File: src/rtl/fir_lane_serializer.sv
// Re-serializes up to three parallel FIR lane samples per cycle into one
// ordered valid/ready stream through a small FIFO of 3-lane groups.
module fir_lane_serializer #(
  parameter int unsigned NB    = 10,
  parameter int unsigned DEPTH = 4
) (
  input  logic          clk,
  input  logic          rst_n,
  input  logic [NB-1:0] din0,
  input  logic [NB-1:0] din1,
  input  logic [NB-1:0] din2,
  input  logic          vin0,
  input  logic          vin1,
  input  logic          vin2,
  input  logic          rdy,
  output logic [NB-1:0] dout,
  output logic          vout,
  output logic          full,
  output logic          empty,
  output logic          ovf
);

  localparam int unsigned AW = $clog2(DEPTH);
  localparam int unsigned CW = $clog2(DEPTH + 1);

  typedef struct packed {
    logic [NB-1:0] d2;
    logic [NB-1:0] d1;
    logic [NB-1:0] d0;
    logic [2:0]    mask;
  } group_t;

  typedef enum logic {IDLE, EMIT} state_t;

  group_t        mem [DEPTH];
  logic [AW-1:0] wr_ptr, rd_ptr;
  logic [CW-1:0] count, count_nxt;
  state_t        state, state_nxt;
  logic [1:0]    lane, lane_nxt;
  logic [NB-1:0] dout_nxt;
  logic          vout_nxt;
  logic          push_req, push_acc, pop, xfer;
  logic          has_next;
  logic [1:0]    next_idx;
  group_t        in_grp, head, nxt_grp;

  // Lowest valid lane of a group (mask is never 000 for stored groups).
  function automatic logic [1:0] first_lane(input logic [2:0] m);
    if (m[0])      return 2'd0;
    else if (m[1]) return 2'd1;
    else           return 2'd2;
  endfunction

  // Sample of the given lane of a group.
  function automatic logic [NB-1:0] lane_sel(input group_t g, input logic [1:0] l);
    case (l)
      2'd0:    return g.d0;
      2'd1:    return g.d1;
      default: return g.d2;
    endcase
  endfunction

  assign in_grp   = {din2, din1, din0, vin2, vin1, vin0};
  assign push_req = |in_grp.mask;
  assign head     = mem[rd_ptr];
  assign nxt_grp  = mem[rd_ptr + AW'(1)];
  assign xfer     = vout & rdy;
  assign push_acc = push_req & ((count != CW'(DEPTH)) | pop);

  // Next valid lane of the head group after the one currently presented.
  assign has_next = ((lane == 2'd0) & (head.mask[1] | head.mask[2])) |
                    ((lane == 2'd1) & head.mask[2]);
  assign next_idx = ((lane == 2'd0) & head.mask[1]) ? 2'd1 : 2'd2;

  // FSM state register.
  always_ff @(posedge clk) begin
    if (!rst_n) state <= IDLE;
    else        state <= state_nxt;
  end

  // Next-state, output-register inputs and pop decision.
  always_comb begin
    state_nxt = state;
    lane_nxt  = lane;
    dout_nxt  = dout;
    vout_nxt  = vout;
    pop       = 1'b0;
    case (state)
      IDLE: begin
        vout_nxt = 1'b0;
        if (count != CW'(0)) begin
          lane_nxt  = first_lane(head.mask);
          dout_nxt  = lane_sel(head, lane_nxt);
          vout_nxt  = 1'b1;
          state_nxt = EMIT;
        end
      end
      EMIT: begin
        if (xfer) begin
          if (has_next) begin
            lane_nxt = next_idx;
            dout_nxt = lane_sel(head, next_idx);
          end else begin
            pop = 1'b1;
            if (count > CW'(1)) begin
              lane_nxt = first_lane(nxt_grp.mask);
              dout_nxt = lane_sel(nxt_grp, lane_nxt);
            end else if (push_req) begin
              // Group arriving this edge becomes the new head: forward it
              // directly so full-rate streams have no bubble.
              lane_nxt = first_lane(in_grp.mask);
              dout_nxt = lane_sel(in_grp, lane_nxt);
            end else begin
              vout_nxt  = 1'b0;
              state_nxt = IDLE;
            end
          end
        end
      end
      default: begin
        state_nxt = IDLE;
        vout_nxt  = 1'b0;
      end
    endcase
  end

  // Occupancy update.
  always_comb begin
    count_nxt = count;
    case ({push_acc, pop})
      2'b10:   count_nxt = count + CW'(1);
      2'b01:   count_nxt = count - CW'(1);
      default: count_nxt = count;
    endcase
  end

  // Group storage; contents need no reset since count gates every read.
  always_ff @(posedge clk) begin
    if (push_acc) mem[wr_ptr] <= in_grp;
  end

  // Pointers, flags and registered serial output.
  always_ff @(posedge clk) begin
    if (!rst_n) begin
      wr_ptr <= '0;
      rd_ptr <= '0;
      count  <= '0;
      full   <= 1'b0;
      empty  <= 1'b1;
      ovf    <= 1'b0;
      lane   <= 2'd0;
      dout   <= '0;
      vout   <= 1'b0;
    end else begin
      if (push_acc) wr_ptr <= wr_ptr + AW'(1);
      if (pop)      rd_ptr <= rd_ptr + AW'(1);
      if (push_req && !push_acc) ovf <= 1'b1;
      count <= count_nxt;
      full  <= (count_nxt == CW'(DEPTH));
      empty <= (count_nxt == CW'(0));
      lane  <= lane_nxt;
      dout  <= dout_nxt;
      vout  <= vout_nxt;
    end
  end

endmodule
File: config.mk
export PLATFORM = sky130hd
export DESIGN_NAME = fir_lane_serializer
export DESIGN_NICKNAME = d
export VERILOG_FILES = /design/src/rtl/fir_lane_serializer.sv
export SDC_FILE = /design/constraint.sdc
export NUM_CORES = 1
export LEC_CHECK = 0
export ABC_AREA = 1
export CORE_AREA = 2 2 133 135
export DETAILED_ROUTE_END_ITERATION = 12
export DIE_AREA = 0 0 135 137
export HOLD_SLACK_MARGIN = 0.1
export PLACE_DENSITY = 0.65
export SYNTH_ARGS = -nofsm -noshare
export SYNTH_HDL_FRONTEND = slang
export SYNTH_SLANG_ARGS = --single-unit
File: constraint.sdc
create_clock -name clk -period 2.93 [get_ports clk]
set_input_delay 0.586 -clock clk [delete_from_list [all_inputs] [get_ports clk]]
set_output_delay 0.586 -clock clk [all_outputs]
set_load 0.01 [all_outputs]
==> flow_summary.yaml, run 1 <==
outcome:
  outcome: "complete, no violations"
grt:
  grt_pass1_wl_um: 37340
  met3_usage_pct: 5.519
  grt_max_degree: 43
  grt_use_met2_pct: 43.18
  track_usage_pct: 27.41
  antenna_found_initial: 0
  overflow: 0
  use_met1_pct: 37.16
  busiest_layer: "met2"
  grt_pass1_vias: 6680
finish:
  drive_above_1_share_pct: 10.58
  layout.cells.non_filler: 1246
  insertedDiodeCount: 0
  design_area_um2: 9694
  area_growth_pct: 18.38
  fin_nets: 1052
clocking:
  cts_resized: 0
  cts_hold_buffers: 0
  h-tree-depth: 4
  cts_made_buffers: 17
  path_clk_slew_ps: 70
  post-cts-setup-buffers: 0
  cts_buffer_depth: 2
  root_buffer: "clkbuf_16"
  cts_tree: "built"
  clock-sinks: 158
  insertion_delay_ps: 440
sta:
  min_period_ps: 2398
  skew_ps: 8.482
  maxSlewHeadroom_pct: 60.24
  drv_slew: 0
  rsz0062_at_grt: "false"
  period_share_pct: 81.84
  worstMarginPinSlew_ps: 596.3
  finalSetupViolCount: 0
  hold_violations: 0
  fmax_mhz: 417.0
  setup_slack_ps: 532.1
synthesis:
  synth_top_family_by_area: "simple AND/OR/NAND/NOR gates"
  synthArstFlopShare_pct: 0
  syn_area_um2: 8189
  seq_area_frac_synth_pct: 54.76
  synthAdderAreaFrac_pct: 1.222
  ys_ff_latch: 158
  postSynthAreaPerCell_um2: 8.629
  synth-warning-count: 0
  synth_compound_area_share_pct: 14.21
  ys_types: 40
  synthMuxAreaShare_pct: 0.1222
  synth_xor_area_share_pct: 0.2139
  yosys.area_share.simple_pct: 22.95
  syn_nets: 993
  synth-edff-count: 132
  netlist_instances: 949
  yosys_most_used_dff: "edfxtp_1"
hold_path:
  whs_endpoint: "ovf"
  worstHoldPathCells: 1
  min_from: "ovf"
  holdCritPathClass: "flop to flop"
floorplanning:
  dieArea_um2: 18500
  die_x_um: 135
  start_util_pct: 48.01
  die_h_um: 137
  rows: 48
  ios: 50
  core_um2: 17060
critical_path:
  critical_path_arrival_ps: 2710
  r2r_start: "rd_ptr[1]"
  start_kind: "flop"
  worst-r2r-setup-slack_ps: 530
  crit_path_end_kind: "flop"
  cp.required_ps: 3240
  cpMostUsedCell: "nand2_1"
  r2r_cells: 16
  regToRegEndpoint: "dout[4]"
  crit_path_max_incr_delay_ps: 320
  critPathSlowestCell: "dfxtp_1"
  crit_fanout: 15
  worstSetupPathType: "flop to flop"
  path_cells: "buf_4, inv_2, nand2_2, nand2_4, inv_2, buf_4, nand2_1, nand2_1, nor2_4, nand3_1, nand3_1, nand2_1, nand2_1, nand2_1, nand2_1, a21oi_1"
pwr:
  ir_drop_v: 0.0004540
  leakage_nw: 3.891
  p_total_mw: 6.713
  powerDensity_nw_per_um2: 692.5
placement:
  place_ws_ps: 132.4
  place_area_um2: 9074
  place_congestion: 0.8917
  numPlacedInstances: 1214
  hpwl_um: 16170
  place.port_buffers: 49
drt:
  drt_iter0_markers: 740
  drc: 0
  dr.pass1.iters: 5
  wire_per_inst_um: 19.74
  postRouteAntennaNets: 0
  via_per_inst: 5.709
  dr_total_vias: 7113
  wl_um: 24600
job:
  drv_cap: 0
-- through the flow --
stage / hold slack [ps] / util (%) / TNS (ps)
5_1_grt: 488.4 / 56.84 / 0
2_1_floorplan: 490.4 / - / -21360
3_5_place_dp: 457.1 / 53.20 / 0
3_3_place_gp: 452.6 / 53.20 / 0
6_report: 464.4 / 56.84 / 0
4_1_cts: 471.8 / 56.84 / 0
-- cells in the final DEF, fill, tap and decap left out, types with 2 or more instances in the layout --
master	netlist	final
a21oi_1	64	64
a22oi_1	6	6
a31oi_1	5	5
buf_12	0	2
buf_4	5	39
bufinv_16	0	4
clkbuf_16	0	17
clkdlybuf4s50_1	0	49
clkinv_2	0	2
clkinv_4	0	2
clkinvlp_4	0	3
dfxtp_1	26	25
edfxtp_1	132	132
ha_1	8	8
inv_1	65	65
inv_2	7	7
inv_4	2	2
inv_6	0	2
nand2_1	266	266
nand2_2	10	10
nand2_4	3	3
nand3_1	65	65
nand3_2	3	3
nand3b_1	3	3
nor2_1	88	84
nor2_2	4	4
nor2_4	3	7
o2111ai_1	3	3
o211ai_1	13	13
o21ai_0	63	63
o21ai_1	25	25
o221ai_1	6	6
o22ai_1	18	18
-- flip-flops by register name (all words and copies together) (netlist names), named ones only --
| name | count |
|---|---|
| mem | 132 |
| dout | 10 |
| count | 3 |
| lane | 2 |
| rd_ptr | 2 |
| wr_ptr | 2 |
| empty | 1 |
| full | 1 |
| ovf | 1 |
| state | 1 |
| vout | 1 |
-- layer usage --
| metal | wire length [um] | share of wire (%) |
|---|---|---|
| met5 | 0 | 0 |
| met4 | 739 | 3.0 |
| met3 | 2467 | 10 |
| met2 | 11270 | 46 |
| met1 | 10120 | 41 |
-- synth_stat cells (4+ instances only) --
cell / number / area share (%)
ha_1: 8 / 1.2
o22ai_1: 18 / 1.4
clkbuf_1: 16 / 0.73
nor2_1: 88 / 4.0
dfxtp_1: 26 / 6.4
nor2_2: 4 / 0.31
nand2_2: 10 / 0.76
o221ai_1: 6 / 0.64
o21ai_1: 25 / 1.5
nand3_1: 65 / 4.0
nand2_1: 266 / 12
a21oi_1: 64 / 3.9
a22oi_1: 6 / 0.55
inv_1: 65 / 3.0
a31oi_1: 5 / 0.38
inv_2: 7 / 0.32
o21ai_0: 63 / 3.9
o211ai_1: 13 / 1.2
buf_2: 24 / 1.5
buf_4: 5 / 0.46
edfxtp_1: 132 / 48
-- critical path, delay by kind of cell, from the launching register on --
kind            cells  cell delay [ps]
buf+inv             4              670
simple gates       11             1190
flops               1              320
compound gates      1               80
-- logic make-up after synthesis --
family / Yosys count
and+or+nand+nor: 448
xor gates and xnor gates: 2
muxes: 1
DFF: 158
buffers and inverters: 124
adders and majority gates: 8
AOI/OAI and AO/OA: 208
-- cell type report --
| type | instances | area (um2) |
|---|---|---|
| fillers | 1548 | 7362 |
| flip-flops and latches | 158 | 4486 |
| multi-input cells | 667 | 3201 |
| repair buffers | 90 | 823.3 |
| clock buffers | 18 | 429.2 |
| inverters | 74 | 282.8 |
| well taps | 225 | 281.5 |
| clock inverters | 14 | 191.4 |
-- report_power, final --
part	switching (mW)	internal, mW	leakage, nW
combinational	0.983	0.519	2.15
clock	0.931	1.43	0.294
sequential	0.120	2.73	1.45
total	2.03	4.68	3.89
-- worst max-delay path by stage --
stage | start | to | cells after the start
after floorplan | rdy | mem[0][0] | 6
after global placement | rdy | mem[1][7] | 8
after detailed placement | rdy | mem[1][7] | 8
after CTS | rd_ptr[1] | dout[1] | 15
after global routing | flop | dout[0] | 14
final | rd_ptr[1] | dout[4] | 16
(Power assumes the default switching activity.)
==> run 2: changes to the inputs <==
Settings changed: PLACE_DENSITY 0.65 to 0.63.
Clock period 2.93 ns to 2.4 ns, I/O delays scaled along.
==> run 2 against run 1 <==
  * Total power is 21% higher
  * Clock power increased by 19%
  * Non-clock buffer count up 6
  * Final cell count rose by 0.48%
  * First-iteration DRC count is 3.1% lower
  * Register-to-register slack worse by 310 ps
  * Routed wire length is 4.6% lower
  * Sequential share of layout area fell by 0.61 points
  * Critical endpoint is now dout[2]
==> flow_summary.yaml, run 2 (same netlist as run 1, synthesis figures left out) <==
clocking:
  insertion_delay_ps: 440
  cts_tree: "built"
  path_clk_slew_ps: 60
  cts_made_buffers: 17
  clock-sinks: 158
  h-tree-depth: 4
  post-cts-setup-buffers: 0
  cts_buffer_depth: 2
  cts_resized: 0
  cts_hold_buffers: 0
  root_buffer: "clkbuf_16"
grt:
  grt_max_degree: 58
  antenna_found_initial: 0
  grt_pass1_wl_um: 36670
  overflow: 0
  grt_pass1_vias: 6569
  track_usage_pct: 26.62
critical_path:
  critPathSlowestCell: "buf_4"
  start_kind: "flop"
  path_cells: "buf_4, a21oi_1, o21ai_1, nand2_2, nand2_1, inv_1, nand2_1, o2111ai_1, nand2_1, a21oi_1"
  cp.required_ps: 2720
  crit_path_end_kind: "flop"
  worstSetupPathType: "flop to flop"
  crit_fanout: 45
  cpMostUsedCell: "nand2_1"
  critical_path_arrival_ps: 2500
  crit_path_max_incr_delay_ps: 470
finish:
  final_common_cell: "nand2_1"
  layout.cells.non_filler: 1252
  insertedDiodeCount: 0
  reg_top3: "mem x132, dout x10, count x3"
  layout_common_cells: "nand2_1 (266), edfxtp_1 (132), nor2_1 (84), inv_1 (65), nand3_1 (65)"
  drive_above_1_share_pct: 11.30
  area_growth_pct: 19.95
  largest_register_ffs: 132
  fin_nets: 1058
  final_core_util_pct: 57.59
  regMostFlops: "mem"
drt:
  postRouteAntennaNets: 0
  drt_iter0_markers: 717
  dr_total_vias: 6987
  drc: 0
  dr.pass1.iters: 6
  wire_per_inst_um: 18.75
  wl_um: 23480
  via_per_inst: 5.581
sta:
  min_period_ps: 2178
  skew_ps: 10.78
  maxSlewHeadroom_pct: 61.99
  finalSetupViolCount: 0
  finalSetupTns_ps: 0
  rsz0062_at_grt: "false"
  worstMarginPinSlew_ps: 570.1
  drv_slew: 0
  hold_violations: 0
  period_share_pct: 90.76
  fmax_mhz: 459.1
job:
  drv_cap: 0
floorplanning:
  rows: 48
  start_util_pct: 48.01
  ios: 50
  core_um2: 17060
  die_h_um: 137
  die_x_um: 135
  dieArea_um2: 18500
placement:
  place.port_buffers: 49
  place_congestion: 0.9207
  numPlacedInstances: 1220
  hpwl_um: 15900
pwr:
  ir_drop_v: 0.0007413
  leakage_nw: 3.948
  powerDensity_nw_per_um2: 826.1
hold_path:
  holdCritPathClass: "flop to flop"
outcome:
  outcome: "complete, no violations"
[run 2: where the power goes]
group / internal, mW / switching (mW) / leakage (nW)
clock: 1.65 / 1.16 / 0.296
combinational: 0.665 / 1.14 / 2.21
sequential: 3.34 / 0.160 / 1.45
[run 2: layout make-up]
type                       instances  area (um2)
fill                            1506        7233
sequential                       158        4486
multi-input combinational        667        3207
timing repair buffer              96       955.9
clock buffer                      17       425.4
inverter                          74       282.8
tap                              225       281.5
clock inverter                    15       185.2
[run 2: routing by layer]
layer	vias up	share of wire (%)	GRT usage, %	wire length (um)
met4	0	2.2	9.144	518
met3	42	8.3	6.148	1956
li1	3364	-	-	-
met2	302	46	41.71	10760
met5	-	0	0	0
met1	3279	44	36.58	10240
[run 2: final timing paths]
kind,from,to,slack [ps],cells past startpoint
max reg2reg,flop,dout[2],220,10
min,ovf,ovf,470,1
max,flop,dout[2],220,10
min reg2reg,ovf,ovf,470,1
[run 2: stage by stage]
step | instance area (um2) | power [mW] | setup slack (ps) | hold slack [ps]
2_1_floorplan | 8199 | 4.593 | -145.2 | 490.4
3_3_place_gp | 9206 | 5.316 | 111.0 | 452.6
3_5_place_dp | 9206 | 5.328 | 73.76 | 457.1
4_1_cts | 9817 | 8.126 | 120.2 | 472.1
5_1_grt | 9823 | 8.466 | 87.74 | 477.6
6_report | 9823 | 8.115 | 221.7 | 466.7
[run 2: worst max-delay path: cells and delay by family, from the launching register on]
family                 cells  cell delay, ps
AOI/OAI and AO/OA          4             430
and+or+nand+nor            4             570
buffers and inverters      2             610
DFF                        1             400
==> run 3: changes to the inputs <==
Settings changed: CORE_AREA 2 2 133 135 to 2 2 147 149, DIE_AREA 0 0 135 137 to 0 0 149 151, PLACE_DENSITY 0.63 to 0.53.
==> run 3 against run 2 <==
  * Critical path depth rose by 3
  * Die area increased by 22%
  * Clock skew about the same
  * Clock power about the same
  * Global-route usage shrank 2.4 points
  * Sequential power is essentially flat
  * Worst hold slack better by 23 ps
  * Final cell count rose by 4.4%
  * Largest cell class unchanged
  * Critical endpoint is now dout[4]
  * Combinational power increased by 6%
==> flow_summary.yaml, run 3 (same netlist as run 1, synthesis figures left out) <==
outcome:
  outcome: "complete, no violations"
clocking:
  cts_buffer_depth: 2
  clock-sinks: 158
  insertion_delay_ps: 430
  path_clk_slew_ps: 60
  post-cts-setup-buffers: 0
  cts_hold_buffers: 0
  cts_made_buffers: 17
  root_buffer: "clkbuf_16"
  h-tree-depth: 4
  cts_tree: "built"
  cts_resized: 0
critical_path:
  crit_fanout: 10
  cp.required_ps: 2720
  critical_path_arrival_ps: 2460
  crit_path_end_kind: "flop"
  start_kind: "flop"
  worstSetupPathType: "flop to flop"
  r2r_cells: 13
grt:
  grt_pass1_wl_um: 40030
  track_usage_pct: 24.22
  grt_max_degree: 45
  grt_pass1_vias: 6619
  antenna_found_initial: 0
  overflow: 0
placement:
  place.port_buffers: 49
  place_congestion: 0.8717
  hpwl_um: 17640
sta:
  min_period_ps: 2142
  hold_violations: 0
  drv_slew: 0
  period_share_pct: 89.26
  finalSetupTns_ps: 0
  worstMarginPinSlew_ps: 608.0
  skew_ps: 10.30
  fmax_mhz: 466.8
  finalSetupViolCount: 0
  maxSlewHeadroom_pct: 59.47
  rsz0062_at_grt: "false"
pwr:
  leakage_nw: 3.978
  p_total_mw: 8.238
  powerDensity_nw_per_um2: 830.1
  ir_drop_v: 0.0004904
finish:
  final_common_cell: "nand2_1"
  seqCellArea_um2: 4487
  area_growth_pct: 21.18
  drive_above_1_share_pct: 11.43
  fill_cells: 2012
  multi_input_area_um2: 3201
  regMostFlops: "mem"
  layout_common_cells: "nand2_1 (266), edfxtp_1 (132), nor2_1 (84), inv_1 (65), nand3_1 (65)"
  fin_nets: 1063
  insertedDiodeCount: 0
  largest_register_ffs: 132
  reg_top3: "mem x132, dout x10, count x3"
floorplanning:
  ios: 50
  rows: 53
  dieArea_um2: 22500
  start_util_pct: 39.33
  core_um2: 20820
  die_h_um: 151
  die_x_um: 149
drt:
  wl_um: 26070
  drc: 0
  dr_total_vias: 7066
  via_per_inst: 5.406
  drt_iter0_markers: 731
  dr.pass1.iters: 5
  postRouteAntennaNets: 0
  wire_per_inst_um: 19.94
hold_path:
  holdCritPathClass: "flop to flop"
  worstHoldPathCells: 1
job:
  drv_cap: 0
[run 3: layer usage]
| metal | up-vias | track usage (%) | wire (um) |
|---|---|---|---|
| met5 | - | 0 | 0 |
| met4 | 0 | 8.190 | 665 |
| met3 | 42 | 4.307 | 1981 |
| met2 | 323 | 37.72 | 11760 |
| met1 | 3321 | 34.23 | 11660 |
| li1 | 3380 | - | - |
[run 3: worst max-delay path, stage by stage (launching register included)]
cell	delay (ps)
dfxtp_2	430
inv_4	70
o21ai_1	140
nand2_1	70
nand2_1	190
buf_4	220
nand2_4	100
inv_4	150
nand3_2	90
nand2_1	80
nand2_2	70
buf_4	190
o21ai_1	160
a21oi_1	50
[run 3: final cells by class]
class,instances,share of cell area [%]
sequential,158,45.21
multi-input combinational,667,32.25
timing repair buffer,101,10.01
clock buffer,24,5.195
tap,275,3.467
inverter,74,2.850
clock inverter,8,1.009
[run 3: final timing paths]
kind	startpoint	end	slack [ps]
worst max-delay path	flop	dout[4]	260
worst min-delay path	ovf	ovf	490
worst max register to register	flop	dout[4]	260
worst min register to register	ovf	ovf	490
[run 3: where the power goes]
group          leakage [nW]  internal, mW  switching, mW
clock                 0.304          1.72           1.12
sequential             1.45          3.34          0.146
combinational          2.23         0.700           1.21
total                  3.98          5.76           2.48
[run 3: stage by stage]
stage	instance area, um2	util [%]	hold slack [ps]	setup WS [ps]	cells
final	9923	47.66	490.1	257.7	1307
after global routing	9923	47.66	508.8	104.7	1307
after CTS	9923	47.66	496.7	271.3	1307
after detailed placement	9308	44.70	482.0	69.73	1275
after global placement	9308	44.70	469.7	76.35	1275
after floorplan	8199	-	490.4	-145.2	949
